$ cat config.mk
export PLATFORM = sky130hd
export DESIGN_NAME = aes_output_interface
export DESIGN_NICKNAME = d
export VERILOG_FILES = /design/src/rtl/aes_output_interface.sv
export SDC_FILE = /design/constraint.sdc
export NUM_CORES = 1
export LEC_CHECK = 0
export BUFFER_PORTS_ARGS = -buffer_cell sky130_fd_sc_hd__clkbuf_2
export CAP_MARGIN = 20
export CORE_AREA = 2 2 152 154
export CTS_CLUSTER_SIZE = 14
export DETAILED_ROUTE_END_ITERATION = 7
export DIE_AREA = 0 0 154 156
export PLACE_DENSITY = 0.57
export SLEW_MARGIN = 0
export SYNTH_ARGS = -nofsm -noshare
export SYNTH_HDL_FRONTEND = slang
export SYNTH_SLANG_ARGS = --single-unit
$ cat constraint.sdc
create_clock -name clk -period 1.6 [get_ports clk]
set_input_delay 0.24 -clock clk [delete_from_list [all_inputs] [get_ports clk]]
set_output_delay 0.24 -clock clk [all_outputs]
set_load 0.1 [all_outputs]
$ cat src/rtl/aes_output_interface.sv
// aes_output_interface: captures a finished ciphertext block from the round
// transformer, acknowledges it with a one-cycle output_read pulse, then
// streams it MSB-word-first over a valid/ready word interface.
// Optional build macro AES_OUT_LAST_EN adds the registered dout_last output.
// BLOCK_W must be an integer multiple of OUT_W.
module aes_output_interface #(
  parameter int unsigned BLOCK_W = 128,
  parameter int unsigned OUT_W   = 8
) (
  input  logic               clk,
  input  logic               rst_,
  input  logic [BLOCK_W-1:0] ciphertext,
  input  logic               engine_done,
  output logic               output_read,
  output logic [OUT_W-1:0]   dout,
  output logic               dout_valid,
  input  logic               dout_ready,
  output logic               ready,
  output logic               overrun
`ifdef AES_OUT_LAST_EN
  ,
  output logic               dout_last
`endif
);

  localparam int unsigned NWORDS = BLOCK_W / OUT_W;
  localparam int unsigned CW     = (NWORDS > 1) ? $clog2(NWORDS) : 1;
  localparam logic [CW-1:0] CNT_LAST = CW'(NWORDS - 1);

  typedef enum logic {
    IDLE = 1'b0,
    SEND = 1'b1
  } state_e;

  state_e             state_q, state_d;
  logic [BLOCK_W-1:0] shreg_q, shreg_d;
  logic [CW-1:0]      cnt_q, cnt_d;
  logic               armed_q, armed_d;
  logic               oread_q, oread_d;
  logic               dvalid_q, dvalid_d;
  logic               overrun_q, overrun_d;
`ifdef AES_OUT_LAST_EN
  logic               last_q, last_d;
`endif

  // State and datapath registers; reset discards any block in flight.
  always_ff @(posedge clk or negedge rst_) begin
    if (!rst_) begin
      state_q   <= IDLE;
      shreg_q   <= '0;
      cnt_q     <= '0;
      armed_q   <= 1'b1;
      oread_q   <= 1'b0;
      dvalid_q  <= 1'b0;
      overrun_q <= 1'b0;
`ifdef AES_OUT_LAST_EN
      last_q    <= 1'b0;
`endif
    end else begin
      state_q   <= state_d;
      shreg_q   <= shreg_d;
      cnt_q     <= cnt_d;
      armed_q   <= armed_d;
      oread_q   <= oread_d;
      dvalid_q  <= dvalid_d;
      overrun_q <= overrun_d;
`ifdef AES_OUT_LAST_EN
      last_q    <= last_d;
`endif
    end
  end

  // Next-state: capture on an armed done, shift out one word per handshake.
  always_comb begin
    state_d   = state_q;
    shreg_d   = shreg_q;
    cnt_d     = cnt_q;
    armed_d   = armed_q;
    oread_d   = 1'b0;
    dvalid_d  = dvalid_q;
    overrun_d = overrun_q;
    // Re-arm whenever done is seen low, so a held-high done captures only once.
    if (!engine_done) begin
      armed_d = 1'b1;
    end
    unique case (state_q)
      IDLE: begin
        if (engine_done && armed_q) begin
          shreg_d  = ciphertext;
          oread_d  = 1'b1;
          dvalid_d = 1'b1;
          cnt_d    = '0;
          armed_d  = 1'b0;
          state_d  = SEND;
        end
      end
      SEND: begin
        // A fresh done while busy is flagged but left armed, so it is
        // picked up once the current block drains.
        if (engine_done && armed_q) begin
          overrun_d = 1'b1;
        end
        if (dvalid_q && dout_ready) begin
          if (cnt_q == CNT_LAST) begin
            shreg_d  = '0;
            cnt_d    = '0;
            dvalid_d = 1'b0;
            state_d  = IDLE;
          end else begin
            shreg_d = shreg_q << OUT_W;
            cnt_d   = cnt_q + CW'(1);
          end
        end
      end
      default: state_d = IDLE;
    endcase
  end

`ifdef AES_OUT_LAST_EN
  // Last-word flag registered alongside valid so it holds through stalls.
  always_comb begin
    last_d = dvalid_d && (cnt_d == CNT_LAST);
  end
`endif

  // Outputs are straight register taps plus the idle decode.
  always_comb begin
    output_read = oread_q;
    dout        = shreg_q[BLOCK_W-1 -: OUT_W];
    dout_valid  = dvalid_q;
    ready       = (state_q == IDLE);
    overrun     = overrun_q;
`ifdef AES_OUT_LAST_EN
    dout_last   = last_q;
`endif
  end

endmodule

==> impl_metrics.yaml <==
outcome:
  status: "completed"
placement:
  hpwl_um: 10800
  placed_area_um2: 6970
  finalWeightedCongestion: 0.770
  place.port_buffers: 143
critical_path:
  critPathLaunchType: "register"
  worst_setup_path_endpoint: "shreg_q[107]"
  r2r-start: "dout_valid"
  worst_path_max_delay_cell: "dfrtp_4"
  crit_arrival_ns: 1.87
  crit_type: "reg2reg"
  worst-r2r-setup-slack_ns: 0.02
  startpoint: "dout_valid"
  cell_by_cell_listing_of_the_critical_path: "and3_4, and2_4, clkbuf_16, a221o_1"
  kind_of_capture_point_of_the_worst_setup_path: "register"
  crit-reg2reg-capture: "shreg_q[107]"
  crit_path_max_fanout: 12
  critical_path.max_stage_delay_ns: 0.47
  crit_family: "flip-flops"
  timing.critical_path.buf_inv: 1
  critical_path_required_ns: 1.89
  worst-path-stages: 4
  reg2regPathDepth: 4
cts:
  clock_latency_ns: 0.41
  cts_tree: "built"
  htree_num_levels: 4
  clock_tree.root_cell: "clkbuf_16"
  clock_sinks: 137
  clkSlewWorstSetupHoldPaths_ns: 0.06
  tritoncts.num_buffers: 17
  clock_path_buffers: 2
sta:
  timing.final.hold_violations: 0
  skew_ns: 0.00667
  final_tns_setup_ns: 0
  final-max-slew-violation-count: 0
  max_slew_margin_pct: 64.0
  unrepaired_setup_endpoints_after_global_routing: "true"
  period_needed_ns: 1.58
  period_share_pct: 98.6
  fmaxAchievable_mhz: 634
  pin_slew_with_the_least_headroom_to_its_limit_ns: 0.542
  timing.final.setup_violations: 0
pwr:
  power.share.clock_pct: 29.9
  sw_frac_of_total_pct: 33.1
  switchingPower_w: 0.00498
  sequentialPowerShare_pct: 39.1
  totalPowerFinal_w: 0.0150
  internal_cell_power_w: 0.0101
  share_of_total_power_in_combinational_logic_pct: 31.0
  power_density_nw_per_um2: 1910
  p_leak_nw: 3.79
  peakVddDrop_v: 0.000581
logic_synthesis:
  syn_inst_count: 461
  syn_area_per_cell_um2: 12.9
  synth.cell_area_um2: 5960
  synth.yosys.seq_area_share_pct: 57.5
  yosys_register_bits: 137
  yosysWarnings: 0
  synth.lib_cells_used.distinct: 26
  mappedNetlistNets: 594
floorplanning:
  row_count: 55
  dieWidth_um: 154
  die_area_um2: 24000
  core_area_um2: 22400
  ios: 144
  initial_core_util_pct: 26.7
  die_height_um: 156
cells_and_area:
  layout.nets: 738
  finish.instance_area_um2: 7860
  insertedDiodeCount: 0
  flow.area_growth_from_synthesis_pct: 31.8
  layout-drive-gt1-share_pct: 34.6
grt:
  vias_in_the_first_global_route: 4618
  number_of_antenna_violations_at_the_first_check_in_global_routing: 0
  grt_util_all_layers_pct: 13.4
  grt_first_pass_wirelength_um: 25300
  grt_start_max_net_pins: 82
  congestion_overflow_gr: 0
routing:
  detail_route.iter0.violations: 252
  antenna_violating_nets_post_route: 0
  route.detailed.wl_per_inst_um: 18.6
  dr_total_vias: 4471
  total_routed_wirelength_um: 16800
  post-route-drc-count: 0
  detail_route.first_pass.iterations: 4
  post_drt_via_cell_ratio: 4.95
worst_hold_path:
  worstHoldPathCells: 2
  min-delay-path-class: "in2reg"
run:
  max_cap_viol_count: 0
## what timing repair did
action / 4_1_cts / 5_1_grt
pin swaps: 1 / 30
gates cloned: 0 / 7
hold endpoints to repair: 28 / 0
setup endpoints to repair: 104 / 115
hold buffers: 2 / 0
setup buffers: 2 / 2
resized for setup: 2 / 6
## how the worst min path moves through the flow
stage	start	end	slack [ns]
CTS	ciphertext[0]	shreg_q[0]	0.03
detailed placement	rst_	shreg_q[120]	0.14
finish	ciphertext[5]	shreg_q[5]	0.06
floorplan	rst_	cnt_q[0]	-0.06
global route	ciphertext[6]	shreg_q[6]	0.05
global placement	rst_	shreg_q[121]	0.14
## cell usage after synthesis
library cell	instances	area share [%]
a221o_1	120	20
a22o_1	10	1.5
a31o_2	1	0.15
and2_0	10	1.0
and2_1	111	12
and3_4	1	0.19
buf_2	6	0.50
buf_4	17	2.1
buf_6	11	2.1
clkbuf_1	15	0.94
clkbuf_2	1	0.084
dfrtp_1	136	57
dfstp_2	1	0.44
ha_1	1	0.21
inv_1	1	0.063
inv_2	1	0.063
mux2_2	1	0.19
mux2i_1	1	0.17
nand2_1	4	0.25
nand3_1	6	0.50
nand3b_1	1	0.13
nand4_1	1	0.10
nor2_2	1	0.10
o21ai_0	1	0.084
o22a_1	1	0.15
or3_1	1	0.10
## layout by cell type, fill, tap and decap left out
cell type        n
o21ai_0          1
dfrtp_4          1
nor2_4           1
inv_6            2
dfrtp_1        135
bufinv_16        6
and2_1         110
o22a_1           1
clkbuf_4         1
nand3_2          1
nand3_1          5
clkbuf_16       21
clkbuf_1         1
a31o_2           1
dfstp_2          1
and2_0          10
buf_4           14
mux2_2           1
inv_1            1
a221o_1        120
buf_16           2
ha_4             1
buf_12           7
nand3b_1         1
clkinv_2         2
mux2i_1          1
and3_4           1
nand2_1          4
nand4_1          1
clkbuf_2       140
and2_4           2
clkinvlp_4       2
clkinv_4         3
buf_6            4
a22o_1          10
dlygate4sd3_1    2
or3_1            1
## cell type report
cell class / count / area [µm²]
flip-flops and latches: 137 / 3430
clock buffers: 18 / 429
repair buffers: 174 / 1170
inverters: 2 / 8.76
fillers: 2185 / 14500
well taps: 285 / 357
clock inverters: 14 / 244
multi-input cells: 273 / 2220
## per-stage QoR
stage / hold WS (ns) / utilization [%] / worst slack [ns] / std cells
after floorplan: -0.0556 / - / -0.211 / 461
after detailed placement: 0.141 / 31.2 / -0.0411 / 858
after global placement: 0.140 / 31.2 / 0.0352 / 858
after global routing: 0.0489 / 35.2 / -0.0262 / 903
after CTS: 0.0308 / 34.4 / 0.00160 / 894
final: 0.0562 / 35.2 / 0.0217 / 903
## cells by family (layout without fill, tap and decap cells)
family	count (synthesis)	after routing	synth area share, %
flip-flops	137	137	57.5
AND/OR/NAND/NOR	136	137	14.1
AO/OA/AOI/OAI	133	133	22.0
buffers and inverters	52	208	5.87
multiplexers	2	2	0.357
adder cells (fa/ha/maj)	1	1	0.210
## per-layer routing
metal  routed length [µm]  vias up  global-route usage [%]
li1                     -     2056                       -
met1                 7530     2257                    17.8
met2                 8340      146                    21.6
met3                  759       12                    2.94
met4                  149        0                    4.76
met5                    0        -                       0
## registers in the layout, summed over array words and instances (netlist names)
name         cells
overrun          1
cnt_q            4
dout_valid       1
output_read      1
armed_q          1
state_q          1
shreg_q        128
## power groups by stage
stage	Combinational (W)	Sequential, W	Clock [W]
2_1_floorplan	0.00347	0.00553	0
3_3_place_gp	0.00414	0.00590	0
3_5_place_dp	0.00429	0.00590	0
4_1_cts	0.00434	0.00587	0.00460
5_1_grt	0.00505	0.00602	0.00473
6_report	0.00466	0.00588	0.00449
(Power assumes the default switching activity.)
